## src/rtl/bus_sequencer_if.sv

```systemverilog
// Request/response and register-strobe signals between the control logic,
// the bus sequencer and the register/enabler array.
interface bus_sequencer_if #(
  parameter int N_REGS = 8,
  parameter int ADDR_W = 3,
  parameter int WIDTH  = 8
);
  logic              req_valid;
  logic              req_ready;
  logic [ADDR_W-1:0] req_src;
  logic [ADDR_W-1:0] req_dst;
  logic              req_imm_en;
  logic [WIDTH-1:0]  req_imm;
  logic [N_REGS-1:0] reg_en;
  logic [N_REGS-1:0] reg_set;
  logic [WIDTH-1:0]  bus_drive;
  logic [WIDTH-1:0]  bus_in;
  logic              done;
  logic              done_err;
  logic [WIDTH-1:0]  done_data;
  logic              busy;

  // master: control logic plus register array; slave: the sequencer itself
  modport master (
    output req_valid, req_src, req_dst, req_imm_en, req_imm, bus_in,
    input  req_ready, reg_en, reg_set, bus_drive, done, done_err, done_data, busy
  );

  modport slave (
    input  req_valid, req_src, req_dst, req_imm_en, req_imm, bus_in,
    output req_ready, reg_en, reg_set, bus_drive, done, done_err, done_data, busy
  );
endinterface

```

## src/rtl/bus_sequencer.sv

```systemverilog
// Sequences one register-file bus transfer per request: source onto the bus,
// set pulse on the destination, hold, release, then report completion.
//
// state  | meaning
// IDLE   | ready for a request, all strobes low
// ENABLE | source on the bus, bus settling
// SET    | source on the bus, destination set strobe high, bus captured
// HOLD   | source on the bus, set low, latch hold time
// DONE   | strobes low, done pulse (with error flag for rejected requests)
module bus_sequencer #(
  parameter int N_REGS = 8,
  parameter int ADDR_W = 3,
  parameter int WIDTH  = 8
) (
  input logic            clk,
  input logic            rst,
  bus_sequencer_if.slave sb
);

  typedef enum logic [2:0] {IDLE, ENABLE, SET, HOLD, DONE} state_t;

  localparam logic [ADDR_W:0] N_REGS_W = (ADDR_W+1)'(N_REGS);

  state_t            state, state_nxt;
  logic [ADDR_W-1:0] src_q, dst_q;
  logic              imm_en_q;
  logic [WIDTH-1:0]  imm_q;

  logic [N_REGS-1:0] reg_en_q, reg_en_nxt;
  logic [N_REGS-1:0] reg_set_q, reg_set_nxt;
  logic [WIDTH-1:0]  bus_drive_q, bus_drive_nxt;
  logic              done_q, done_nxt;
  logic              done_err_q, done_err_nxt;
  logic [WIDTH-1:0]  done_data_q;

  logic              accept, reject;
  logic [ADDR_W-1:0] cur_src, cur_dst;
  logic              cur_imm_en;
  logic [WIDTH-1:0]  cur_imm;

  function automatic logic [N_REGS-1:0] decode(input logic [ADDR_W-1:0] idx);
    logic [N_REGS-1:0] v;
    v = '0;
    for (int i = 0; i < N_REGS; i++) begin
      if (idx == ADDR_W'(i)) v[i] = 1'b1;
    end
    return v;
  endfunction

  // In IDLE the strobes for the first cycle come straight from the request,
  // afterwards from the fields captured at acceptance.
  assign cur_src    = (state == IDLE) ? sb.req_src    : src_q;
  assign cur_dst    = (state == IDLE) ? sb.req_dst    : dst_q;
  assign cur_imm_en = (state == IDLE) ? sb.req_imm_en : imm_en_q;
  assign cur_imm    = (state == IDLE) ? sb.req_imm    : imm_q;

  assign accept = (state == IDLE) && sb.req_valid;
  assign reject = ({1'b0, sb.req_dst} >= N_REGS_W) ||
                  (!sb.req_imm_en && (({1'b0, sb.req_src} >= N_REGS_W) ||
                                      (sb.req_src == sb.req_dst)));

  always_comb begin
    state_nxt     = state;
    reg_en_nxt    = '0;
    reg_set_nxt   = '0;
    bus_drive_nxt = '0;
    done_nxt      = 1'b0;
    done_err_nxt  = 1'b0;

    case (state)
      IDLE:    if (sb.req_valid) state_nxt = reject ? DONE : ENABLE;
      ENABLE:  state_nxt = SET;
      SET:     state_nxt = HOLD;
      HOLD:    state_nxt = DONE;
      DONE:    state_nxt = IDLE;
      default: state_nxt = IDLE;
    endcase

    if (state_nxt == ENABLE || state_nxt == SET || state_nxt == HOLD) begin
      if (cur_imm_en) bus_drive_nxt = cur_imm;
      else            reg_en_nxt    = decode(cur_src);
    end
    if (state_nxt == SET) reg_set_nxt = decode(cur_dst);
    if (state_nxt == DONE) begin
      done_nxt     = 1'b1;
      done_err_nxt = (state == IDLE);
    end
  end

  // Strobes are registered so nothing combinational reaches the latches.
  always_ff @(posedge clk) begin
    if (rst) begin
      state       <= IDLE;
      src_q       <= '0;
      dst_q       <= '0;
      imm_en_q    <= 1'b0;
      imm_q       <= '0;
      reg_en_q    <= '0;
      reg_set_q   <= '0;
      bus_drive_q <= '0;
      done_q      <= 1'b0;
      done_err_q  <= 1'b0;
      done_data_q <= '0;
    end else begin
      state       <= state_nxt;
      reg_en_q    <= reg_en_nxt;
      reg_set_q   <= reg_set_nxt;
      bus_drive_q <= bus_drive_nxt;
      done_q      <= done_nxt;
      done_err_q  <= done_err_nxt;
      if (accept) begin
        src_q    <= sb.req_src;
        dst_q    <= sb.req_dst;
        imm_en_q <= sb.req_imm_en;
        imm_q    <= sb.req_imm;
      end
      if (state == SET) done_data_q <= sb.bus_in;
    end
  end

  assign sb.req_ready = (state == IDLE);
  assign sb.busy      = (state != IDLE);
  assign sb.reg_en    = reg_en_q;
  assign sb.reg_set   = reg_set_q;
  assign sb.bus_drive = bus_drive_q;
  assign sb.done      = done_q;
  assign sb.done_err  = done_err_q;
  assign sb.done_data = done_data_q;

endmodule

```

## src/flat_wrapper.sv

```systemverilog
// flat-port wrapper written by rule: the top's interface ports become plain ports
module bus_sequencer_flat 
#(
  parameter int N_REGS = 8,
  parameter int ADDR_W = 3,
  parameter int WIDTH  = 8
)
  (clk, rst, sb_req_valid, sb_req_src, sb_req_dst, sb_req_imm_en, sb_req_imm, sb_bus_in, sb_req_ready, sb_reg_en, sb_reg_set, sb_bus_drive, sb_done, sb_done_err, sb_done_data, sb_busy);
  bus_sequencer_if #(.N_REGS(N_REGS), .ADDR_W(ADDR_W), .WIDTH(WIDTH)) sb_i ();
  input logic clk;
  input logic rst;
  input wire logic [$bits(sb_i.req_valid)-1:0] sb_req_valid;
  input wire logic [$bits(sb_i.req_src)-1:0] sb_req_src;
  input wire logic [$bits(sb_i.req_dst)-1:0] sb_req_dst;
  input wire logic [$bits(sb_i.req_imm_en)-1:0] sb_req_imm_en;
  input wire logic [$bits(sb_i.req_imm)-1:0] sb_req_imm;
  input wire logic [$bits(sb_i.bus_in)-1:0] sb_bus_in;
  output wire logic [$bits(sb_i.req_ready)-1:0] sb_req_ready;
  output wire logic [$bits(sb_i.reg_en)-1:0] sb_reg_en;
  output wire logic [$bits(sb_i.reg_set)-1:0] sb_reg_set;
  output wire logic [$bits(sb_i.bus_drive)-1:0] sb_bus_drive;
  output wire logic [$bits(sb_i.done)-1:0] sb_done;
  output wire logic [$bits(sb_i.done_err)-1:0] sb_done_err;
  output wire logic [$bits(sb_i.done_data)-1:0] sb_done_data;
  output wire logic [$bits(sb_i.busy)-1:0] sb_busy;
  assign sb_i.req_valid = sb_req_valid;
  assign sb_i.req_src = sb_req_src;
  assign sb_i.req_dst = sb_req_dst;
  assign sb_i.req_imm_en = sb_req_imm_en;
  assign sb_i.req_imm = sb_req_imm;
  assign sb_i.bus_in = sb_bus_in;
  assign sb_req_ready = sb_i.req_ready;
  assign sb_reg_en = sb_i.reg_en;
  assign sb_reg_set = sb_i.reg_set;
  assign sb_bus_drive = sb_i.bus_drive;
  assign sb_done = sb_i.done;
  assign sb_done_err = sb_i.done_err;
  assign sb_done_data = sb_i.done_data;
  assign sb_busy = sb_i.busy;
  bus_sequencer #(.N_REGS(N_REGS), .ADDR_W(ADDR_W), .WIDTH(WIDTH)) u_core (.clk(clk), .rst(rst), .sb(sb_i));
endmodule
```

## config.mk

```make
export PLATFORM = sky130hd
export DESIGN_NAME = bus_sequencer_flat
export DESIGN_NICKNAME = d
export VERILOG_FILES = /design/src/rtl/bus_sequencer_if.sv /design/src/rtl/bus_sequencer.sv /design/src/flat_wrapper.sv
export SDC_FILE = /design/constraint.sdc
export NUM_CORES = 1
export LEC_CHECK = 0
export ABC_AREA = 1
export CAP_MARGIN = 20
export CORE_MARGIN = 2
export CORE_UTILIZATION = 49
export DETAILED_ROUTE_END_ITERATION = 8
export MAX_ROUTING_LAYER = met4
export PLACE_DENSITY = 0.91
export SKIP_CTS_REPAIR_TIMING = 1
export SLEW_MARGIN = 20
export SYNTH_ARGS = -nofsm -noshare
export SYNTH_HDL_FRONTEND = slang
export SYNTH_SLANG_ARGS = --single-unit
```

## constraint.sdc

```tcl
create_clock -name clk -period 3.4 [get_ports clk]
set_input_delay 0.51 -clock clk [delete_from_list [all_inputs] [get_ports clk]]
set_output_delay 0.51 -clock clk [all_outputs]
set_load 0.005 [all_outputs]
```

### Word-level counts from Yosys, hierarchy flattened

Cells that the tools add are included.

* bits in registers: 52
* logic and storage cells: 74
* output and inout bits: 36
* bits of input ports: 26

* mux-type cells: 24
* equality and inequality tests: 22
* reduce and logical (&&, ||, !) cells: 13
* bitwise operators: 4

Operators by type and width (number)
* equality test 3 bit (second input constant): 9
* equality test 3 x 2 -> 1 bit (second input constant): 8
* 2-to-1 mux 1 bit: 18
* equality test 3 x 1 -> 1 bit (second input constant): 4
* 2-to-1 mux 3 bit: 4
* one-hot mux 3 bit (4 select lines): 1
* logical NOT 3 bit: 3
* 2-to-1 mux 8 bit: 1
* OR reduction 3 bit: 2
* inverter 1 bit: 4
* OR reduction 2 bit: 2
* equality test 3 bit: 1
* nonzero test 3 bit: 1
* logical AND 1 bit: 2
* logical OR 1 bit: 2
* logical NOT 1 bit: 1

### Depth between registers and ports, before layout

Gate-level depths: netlist of the first run.

* depth in word-level cells: 10
* mapped depth: 9
* gate-level depth less buffers: 9

### Least setup slack after synthesis of the first run

Ideal clock, no wire load.

* path type: input -> register
* start: in sb_req_valid
* end: reg u_core.bus_drive_q[0], in the netlist u_core.sb.bus_drive[0]
* library setup time: 112 ps
* arrival time: 1271 ps
* slack: 2017 ps
* data required time: 3288 ps
* buffers on the path: 0
* cell stages on the path: 9
* cells stage by stage: inv_1 -> nor2_1 -> nand2_1 -> nor2_1 -> nand2_1 -> nand3_1 -> nand2_4 -> nand2_4 -> nor2_1

* cells in the longest elaborated chain, start to end: 7
* elaborated cells between the ends (all ways): 9
* those cells by class: 3 x eq/ne; 2 x mux; 1 x bitwise; 3 x reduce/logical

RTL lines
* start: declaration: RTL line flat_wrapper.sv:12 `input wire logic [$bits(sb_i.req_valid)-1:0] sb_req_valid;`
* 2-to-1 mux 3 bit (*): RTL line bus_sequencer.sv:71 `IDLE: if (sb.req_valid) state_nxt = reject ? DONE : ENABLE;`
* one-hot mux 3 bit (4 select lines) (*): RTL line bus_sequencer.sv:70 `case (state)`
* equality test 3 x 1 -> 1 bit / equality test 3 x 2 -> 1 bit (equally long branches): RTL line bus_sequencer.sv:79 `if (state_nxt == ENABLE || state_nxt == SET || state_nxt == HOLD) begin`
* logical OR 1 bit: RTL line bus_sequencer.sv:79
* logical OR 1 bit (*): RTL line bus_sequencer.sv:79
* inverter 1 bit (no source line) (*)
* OR reduction 3 bit (no source line) (*)
* end signal: assignment: RTL line bus_sequencer.sv:108 `bus_drive_q <= bus_drive_nxt;`
* end: declaration: RTL line bus_sequencer.sv:31 `logic [WIDTH-1:0] bus_drive_q, bus_drive_nxt;`

Every way passes the cells marked *; elsewhere a longest branch is shown, timed or not.
A chain may end at the register's enable or synchronous reset.

### Worst setup path in the final report of the first run

* start: reg u_core.state[0]
* end: out sb_req_ready

* cells in the longest elaborated chain, start to end: 1

RTL lines
* start: declaration: RTL line bus_sequencer.sv:24 `state_t state, state_nxt;`
* start signal: assignment: RTL line bus_sequencer.sv:105 `state <= state_nxt;`
* logical NOT 3 bit: RTL line bus_sequencer.sv:121 `assign sb.req_ready = (state == IDLE);`
* end: declaration: RTL line flat_wrapper.sv:18 `output wire logic [$bits(sb_i.req_ready)-1:0] sb_req_ready;`

No other way between the ends.

==> summary.md, run 1 <==
| Metric | Value |
|---|---|
| Status | complete, no violations |
| Peak supply drop | ~0.31 mV |
| Largest net degree at the start of global routing | 29 |
| Crit-path max cell delay | roughly 570 ps |
| Drt pass-1 iters | 4 |
| Power Dens Cells | between 500 and 600 nW/um2 |
| R2r setup slk | 1930 ps |
| Post-synthesis register bit count | 52 |
| Antenna diodes | 0 |
| Xor/xnor share of the synthesized area | 0% |
| Initial antenna violation count | 0 |
| Hold Vio Cnt, Final | 0 |
| Crit path depth | 4 |
| RD Place Congestion | between 0.7 and 0.8 |
| Initial core utilization | approximately half |
| Post-route ant nets | 0 |
| DRC viols | 0 |
| R2r startpoint | u_core.state[2] |
| Max Cap Viol | 0 |
| Total routed wirelength | roughly 4.3 mm |
| Post-synth top area cell | dfxtp_1 |
| Vias in the first global route | between 1500 and 2000 |
| TritonCTS clock tree | done |
| Top cells by area, synth | dfxtp_1, nor2_1, nand2_1, inv_1, o21ai_0 |
| Core area | ~4000 um2 |
| Worst reg-to-reg path cell count | 6 |
| CP Data Required Time | just under 3000 ps |
| Final #Nets | between 300 and 400 |
| Row count | 23 |
| Max_slew headroom | between 50% and 60% |
| RSZ-0062 raised after global routing | no |
| First-pass GRT wire length | around 7.0 mm |
| Final period util | 68.9% |
| Simple-Gate Fraction of Synth Area | roughly 22% |
| CTS Buf Count | 5 |
| Worst r2r dst | u_core.imm_q[4] |
| Setup WS post-layout | about 1100 ps |
| Final Cell Area | 2720 um2 |
| Synth-to-layout area growth | 36.1% |
| Via count | between 1500 and 2000 |
| Layout cell share with drive strength beyond 1 | under 10% |
| Synth Area in Compound Gates | approximately 15% |
| Via-per-instance ratio | 4.87 |
| Dpl ws | between 1000 and 1500 ps |
| Slew @ Worst Pin | roughly 600 ps |
| Post-Place Cell Area | 2620 um2 |
| Die W | 67.8 um |
| IO buf count | roughly 60 |
| Worst Path Buf+Inv | 2 |
| Leading cell type in the layout, fill and taps excluded | clkdlybuf4s50_1 |
| Avg Cell Area, Syn | 7.68 um2 |
| Drt first-iter violations | 70 |
| Crit Path Max Fanout | 19 |
| GR Overflow Total | 0 |
| Worst EP arrival | ~1800 ps |
| HPWL Detailed | around 3.1 mm |
| Fmax | roughly 430 MHz |
| Top cell type's share of synthesized area | 52.2% |
| CP delay by family, top | buffers and inverters |
| Die area | 4600 um2 |
| Crit-path slowest cell | clkdlybuf4s50_1 |
| CP cell instances | nor2_2 -> nand2_4 -> inv_2 -> clkdlybuf4s50_1 |
| Die H | ~68 um |
| Syn nets | approximately 290 |
| Crit end category | output port |
| Post-synth cell types | 20 |
| Clk slew on worst S/H paths | about 90 ps |
| Hold WC Path Type | flip-flop to flip-flop |
| Most frequent cells in the layout | clkdlybuf4s50_1, dfxtp_1, nor2_1 |
| Clock Path Buffers | 2 |
| Setup crit end | sb_req_ready |
| Mapped cell area | around 2000 um2 |
| Root Buffer | clkbuf_8 |
| Sequential fraction of the synthesis area | 52.2% |
| Start point of the critical path | u_core.state[0] |
| Slew Viols, Final | 0 |
| Total global-route track usage | a little over a fifth |
| WS Path Type | flip-flop to output port |
| Io pins | 62 |
| Later-pin clock latency in the skew report | ~310 ps |
| Worst hold slack | approximately 460 ps |
| Largest family of logic cells by synthesized area | simple AND/OR/NAND/NOR gates |
| Total negative setup slack | 0 ps |
| Fraction of the mapped netlist area in adder cells | 0% |
| Max Clock Skew | about 7.3 ps |
| Final worst path period need | ~2300 ps |
| Post-synthesis mux area share | 0% |
| Syn. warnings | 0 |
| Startpoint types | flip-flop |
| Cells after Synth | 260 |
| CTS sink count | 52 |
| CTS H-tree depth | 2 |
| Lkg Pwr | 1.15 nW |
| Final setup viols | 0 |
| DR WL/cell | approximately 11 um |
## power by group
part	switching (mW)	total (mW)	internal [mW]	leakage (nW)
sequential	0.0188	0.679	0.660	0.424
clock	0.202	0.367	0.165	0.0434
combinational	0.202	0.345	0.144	0.685
## layer usage
| layer | share of wire [%] | track usage [%] | wire, um | vias to the layer above |
|---|---|---|---|---|
| li1 | - | - | - | 923 |
| met1 | 41 | 22.4 | 1730 | 814 |
| met2 | 51 | 35.7 | 2190 | 62 |
| met3 | 4.8 | 4.44 | 205 | 12 |
| met4 | 2.9 | 12.5 | 125 | 0 |
| met5 | 0 | - | 0 | - |
## state kept, by name, summed over array words and instances (netlist names)
name and flops:
u_core.sb.reg_set 8, u_core.imm_en_q 1, u_core.sb.done_data 8, u_core.imm_q 8, u_core.src_q 3, u_core.sb.bus_drive 8
u_core.state 3, u_core.sb.done_err 1, u_core.sb.reg_en 8, u_core.sb.done 1, u_core.dst_q 3
## Yosys cell counts
cell type,instances
nor3_1,1
a21oi_1,17
nand3_1,5
nor2_1,48
a221oi_2,1
dfxtp_1,52
nand2_4,4
nor2_2,1
inv_1,39
o21ai_2,4
nor2_4,1
buf_6,3
o21ai_1,4
nand2_1,43
buf_2,1
inv_2,3
nor3_2,1
clkbuf_1,3
a211oi_1,1
o21ai_0,28
## tightest hold or removal path: stages, from the launching register on
cell	delay [ps]
dfxtp_1	310
inv_1	60
a21oi_1	50
## metrics by stage
stage          power, mW  cells  utilization [%]
2_1_floorplan      0.911    260                -
3_3_place_gp        1.02    364             65.9
3_5_place_dp        1.04    364             65.9
4_1_cts             1.40    372             68.4
5_1_grt             1.47    372             68.4
6_report            1.39    372             68.4
## cell families (layout without fill, tap and decap cells)
kind of cell | after synthesis | after routing
AOI/OAI and AO/OA | 55 | 55
and+or+nand+nor | 104 | 104
buffers and inverters | 49 | 111
DFF | 52 | 52
## worst min path at each step
stage | cells past startpoint | end | startpoint | slack [ps]
final | 2 | u_core.imm_q[3] | u_core.imm_q[3] | 460
after global placement | 2 | u_core.imm_q[6] | u_core.imm_q[6] | 430
after detailed placement | 2 | u_core.imm_q[0] | u_core.imm_q[0] | 450
after floorplan | 2 | u_core.imm_q[0] | u_core.imm_q[0] | 420
after global routing | 2 | u_core.dst_q[0] | u_core.dst_q[0] | 470
after CTS | 2 | u_core.dst_q[2] | u_core.dst_q[2] | 460
## layout make-up
class                      count  area (um2)
tap                           50        62.6
inverter                      42         158
clock inverter                 2        15.0
timing repair buffer          61         611
clock buffer                   6        82.6
fill                         331        1250
multi-input combinational    159         747
sequential                    52        1040
Power figures use the tool's default switching activity.
==> run 2, diff against run 1 <==
--- a/config.mk
+++ b/config.mk
@@ -8,10 +8,10 @@
 export ABC_AREA = 1
 export CAP_MARGIN = 20
 export CORE_MARGIN = 2
-export CORE_UTILIZATION = 49
+export CORE_UTILIZATION = 41
 export DETAILED_ROUTE_END_ITERATION = 8
 export MAX_ROUTING_LAYER = met4
-export PLACE_DENSITY = 0.91
+export PLACE_DENSITY = 0.83
 export SKIP_CTS_REPAIR_TIMING = 1
 export SLEW_MARGIN = 20
 export SYNTH_ARGS = -nofsm -noshare
==> constraint.sdc (replaced) <==
create_clock -name clk -period 2 [get_ports clk]
set_input_delay 0.3 -clock clk [delete_from_list [all_inputs] [get_ports clk]]
set_output_delay 0.3 -clock clk [all_outputs]
set_load 0.005 [all_outputs]
==> summary.md, run 2 (synthesized netlist as in run 1, its figures left out) <==
| Metric | Value |
|---|---|
| Status | complete, no violations |
| Leading cell type in the layout, fill and taps excluded | clkdlybuf4s50_1 |
| Core area | 4720 um2 |
| Critical hold path startpoint | u_core.imm_q[4] |
| Max Clock Skew | just over 8 ps |
| Via count | ~1800 |
| R2r startpoint | u_core.state[2] |
| Slew Viols, Final | 0 |
| Antenna diodes | 0 |
| Sequential share of power | about 47% |
| Die H | 73.8 um |
| Met3 wire length | approximately 230 um |
| Top layer in use | met4 |
| Lkg Pwr | about 1.2 nW |
| Slew @ Worst Pin | 399 ps |
| Worst EP arrival | between 1500 and 2000 ps |
| Total global-route track usage | approximately 17% |
| WS Path Type | flip-flop to output port |
| Peak supply drop | 0.581 mV |
| Post-route ant nets | 0 |
| Drt pass-1 iters | 4 |
| Max_slew headroom | 73.3% |
| Total routed wirelength | 4.17 mm |
| Crit end category | output port |
| Row count | 25 |
| Placed Cells | ~390 |
| Pwr Total | roughly 2.4 mW |
| TritonCTS clock tree | done |
| Fmax | around 530 MHz |
| CTS sink count | 52 |
| Fillcell total | about 450 |
| HPWL Detailed | about 3 mm |
| Max Cap Viol | 0 |
| CTS H-tree depth | 2 |
| Hold WC Path Type | flip-flop to flip-flop |
| Metal2 WL | around 2.1 mm |
| Area of the multi-input gates | 747 um2 |
| Net Sw Frac | between 20% and 30% |
| CTS Buf Count | 5 |
| Non-filler cells, final | just under 400 |
| Initial core utilization | a little over two fifths |
| Pint | approximately 1.8 mW |
| Synth-to-layout area growth | 39.2% |
| Clk slew on worst S/H paths | about 90 ps |
| Crit Path Max Fanout | 19 |
| Start point of the critical path | u_core.state[2] |
| Later-pin clock latency in the skew report | around 300 ps |
| Hold Vio Cnt, Final | 0 |
| CP Data Required Time | between 1500 and 2000 ps |
| RD Place Congestion | about 0.80 |
| Setup WS post-layout | ~120 ps |
| Most frequent cells in the layout | clkdlybuf4s50_1, dfxtp_1, nor2_1 |
| Power Dens Cells | 877 nW/um2 |
| DR WL/cell | about 11 um |
| Vias in the first global route | between 1500 and 2000 |
| Total negative setup slack | 0 ps |
| Drt first-iter violations | 112 |
| Met1 Wirelength | about 1.8 mm |
| Final worst path period need | 1880 ps |
| Io pins | between 60 and 70 |
| Initial antenna violation count | 0 |
| Clock Path Buffers | 2 |
| Largest net degree at the start of global routing | 29 |
| RSZ-0062 raised after global routing | no |
| Via-per-instance ratio | between 4 and 5 |
| IO buf count | just over 60 |
| Comb power frac | 24.3% |
| Clk pwr share | ~28% |
| Root Buffer | clkbuf_8 |
| Die area | 5440 um2 |
| Dpl ws | ~230 ps |
| Final #Nets | roughly 350 |
| Final setup viols | 0 |
| First-pass GRT wire length | about 7.0 mm |
| Startpoint types | flip-flop |
| Register area | roughly 1000 um2 |
| Die W | between 70 and 80 um |
| Sw Pwr | around 0.69 mW |
| DRC viols | 0 |
| Final period util | a little over nine tenths |
| Layout cell share with drive strength beyond 1 | ~8.0% |
| GR Overflow Total | 0 |
[run 2: cell types whose count changed in the layout (fill, tap and decap cells not counted)]
cell / change
clkinv_2: +1
clkinvlp_4: -2
clkbuf_8: -1
bufinv_16: +1
clkbuf_1: +1
buf_4: +4
[run 2: final timing paths]
path,to,slack (ps),cells past startpoint
worst max-delay path,sb_busy,120,3
worst min-delay path,u_core.imm_q[4],450,2
worst max register to register,u_core.imm_q[5],520,6
worst min register to register,u_core.imm_q[4],450,2
[run 2: layer usage]
| metal | GRT usage (%) | vias to the layer above |
|---|---|---|
| met1 | 19.5 | 797 |
| met4 | 4.24 | 0 |
| met3 | 5.35 | 4 |
| li1 | - | 931 |
| met5 | - | - |
| met2 | 29.7 | 46 |
[run 2: worst max-delay path, stage by stage, from the launching register on]
cell and delay, ps:
dfxtp_1 390, inv_1 100, nand2_4 220, clkdlybuf4s50_1 560
[run 2: area by class of cell]
class	instances	share of cell area, %
well taps	67	3.02
flip-flops and latches	52	37.5
multi-input cells	159	26.9
repair buffers	65	23.1
clock buffers	6	2.61
clock inverters	2	1.26
inverters	42	5.68
[run 2: power by group through the flow]
stage / Combinational (mW) / Clock, mW / Sequential [mW]
3_5_place_dp: 0.592 / 0 / 1.18
3_3_place_gp: 0.577 / 0 / 1.18
4_1_cts: 0.596 / 0.710 / 1.15
5_1_grt: 0.678 / 0.753 / 1.16
2_1_floorplan: 0.370 / 0 / 1.18
6_report: 0.592 / 0.691 / 1.15
[run 2: metrics by stage]
step                      cell area (um2)  hold slack [ps]  utilization (%)
after floorplan                      2000              425                -
after detailed placement             2670              441             56.5
after CTS                            2780              454             58.8
final                                2780              449             58.8
after global placement               2670              432             56.5
after global routing                 2780              476             58.8
==> run 3, diff against run 2 <==
--- a/config.mk
+++ b/config.mk
@@ -7,13 +7,14 @@
 export LEC_CHECK = 0
 export ABC_AREA = 1
 export CAP_MARGIN = 20
+export CELL_PAD_IN_SITES_DETAIL_PLACEMENT = 0
+export CELL_PAD_IN_SITES_GLOBAL_PLACEMENT = 1
 export CORE_MARGIN = 2
-export CORE_UTILIZATION = 41
+export CORE_UTILIZATION = 29
 export DETAILED_ROUTE_END_ITERATION = 8
 export MAX_ROUTING_LAYER = met4
-export PLACE_DENSITY = 0.83
+export PLACE_DENSITY = 0.82
 export SKIP_CTS_REPAIR_TIMING = 1
-export SLEW_MARGIN = 20
 export SYNTH_ARGS = -nofsm -noshare
 export SYNTH_HDL_FRONTEND = slang
 export SYNTH_SLANG_ARGS = --single-unit
==> summary.md, run 3 (synthesized netlist as in run 1, its figures left out) <==
| Metric | Value |
|---|---|
| Post-Place Cell Area | ~2700 um2 |
| GR Overflow Total | 0 |
| IO buf count | 61 |
| Final setup viols | 0 |
| WS Path Type | flip-flop to output port |
| Vias in the first global route | roughly 1600 |
| Critical hold path startpoint | u_core.imm_q[4] |
| Final #Nets | ~350 |
| Initial antenna violation count | 0 |
| Final period util | a little over nine tenths |
| CTS Buf Count | 5 |
| Comb power frac | between 20% and 30% |
| Max Clock Skew | between 10 and 15 ps |
| Initial core utilization | approximately 30% |
| Pwr Total | 2.46 mW |
| Net Sw Frac | roughly 29% |
| R2r startpoint | u_core.state[2] |
| Core area | about 6700 um2 |
| Max Cap Viol | 0 |
| Max_slew headroom | a little over two thirds |
| CTS H-tree depth | 2 |
| Slew Viols, Final | 0 |
| Layout cell share with drive strength beyond 1 | approximately 8.3% |
| Die area | 7560 um2 |
| Io pins | just over 60 |
| DR WL/cell | between 10 and 15 um |
| RSZ-0062 raised after global routing | no |
| Largest net degree at the start of global routing | 29 |
| Worst EP arrival | roughly 1600 ps |
| Root Buffer | clkbuf_8 |
| Most frequent cells in the layout | clkdlybuf4s50_1, dfxtp_1, nor2_1 |
| Clock Path Buffers | 2 |
| Drt first-iter violations | 87 |
| First-pass GRT wire length | a little over 7 mm |
| Final core occ | between 40% and 50% |
| Final worst path period need | about 1900 ps |
| Hold path depth | 2 |
| RD Place Congestion | around 0.75 |
| Post-route ant nets | 0 |
| TritonCTS clock tree | done |
| CTS sink count | 52 |
| Leading cell type in the layout, fill and taps excluded | clkdlybuf4s50_1 |
| Slew @ Worst Pin | 440 ps |
| Crit Path Max Fanout | 19 |
| Hold Vio Cnt, Final | 0 |
| Via-per-instance ratio | approximately 4.2 |
| Hold path endpoint | u_core.imm_q[4] |
| Final Cell Area | between 2000 and 3000 um2 |
| Total routed wirelength | 4.31 mm |
| Power Dens Cells | a little under 900 nW/um2 |
| Crit end category | output port |
| Startpoint types | flip-flop |
| Worst reg-to-reg path cell count | 6 |
| R2r setup slk | 510 ps |
| Clk slew on worst S/H paths | ~100 ps |
| Total negative setup slack | 0 ps |
| Total global-route track usage | between 10% and 20% |
| Sequential share of power | around 47% |
| Die H | just under 90 um |
| Lkg Pwr | 1.18 nW |
| Peak supply drop | roughly 0.38 mV |
| Worst r2r dst | u_core.imm_q[6] |
| Later-pin clock latency in the skew report | 310 ps |
| Via count | around 1700 |
| Die W | 87.0 um |
| Row count | 30 |
| Fmax | 523 MHz |
| Hold WC Path Type | flip-flop to flip-flop |
| Pint | 1.75 mW |
| DRC viols | 0 |
| Drt pass-1 iters | 4 |
| Antenna diodes | 0 |
| Sw Pwr | 0.713 mW |
| HPWL Detailed | 3.12 mm |
| Status | complete, no violations |
| Synth-to-layout area growth | 40.2% |
| CP Data Required Time | between 1500 and 2000 ps |
| Clk pwr share | between 20 and 30% |
## run 3: layout make-up
type                            count  area (um2)
Clock buffer                        5        68.8
Clock inverter                      3        42.5
Fill cell                         698        3920
Inverter                           42         158
Multi-Input combinational cell    159         747
Sequential cell                    52        1040
Tap cell                           80         100
Timing Repair Buffer               65         641
## run 3: worst max-delay path by stage
| stage | from | endpoint | depth (start not counted) |
|---|---|---|---|
| 6_report | u_core.state[2] | sb_busy | 3 |
| 3_5_place_dp | sb_req_valid | u_core.sb.bus_drive[3] | 10 |
| 5_1_grt | u_core.state[2] | sb_busy | 3 |
| 3_3_place_gp | sb_req_valid | u_core.sb.bus_drive[2] | 10 |
| 2_1_floorplan | u_core.state[2] | u_core.sb.bus_drive[0] | 8 |
| 4_1_cts | u_core.state[2] | sb_busy | 3 |
## run 3: power by group through the flow
stage / sequential [mW] / combinational, mW / clock (mW)
global placement: 1.18 / 0.592 / 0
CTS: 1.15 / 0.601 / 0.745
finish: 1.15 / 0.593 / 0.716
detailed placement: 1.18 / 0.598 / 0
global route: 1.16 / 0.681 / 0.783
floorplan: 1.18 / 0.370 / 0
## run 3: per-stage QoR
stage / hold slack (ps) / worst slack [ps] / instances
6_report: 447 / 88.5 / 406
3_5_place_dp: 437 / 221 / 398
2_1_floorplan: 425 / 776 / 260
5_1_grt: 472 / 5.25 / 406
3_3_place_gp: 432 / 259 / 398
4_1_cts: 451 / 75.3 / 406
## run 3: critical path, cell delays in order (launching register included)
cell,delay [ps]
dfxtp_1,390
inv_1,100
nand2_4,230
clkdlybuf4s50_1,570
## run 3: layer usage
metal,vias to the layer above,wire (um),GRT usage [%]
met1,726,2080,15.5
met4,0,72,5.11
met3,8,222,3.32
met2,39,1930,19.1
li1,929,-,-
met5,-,0,-
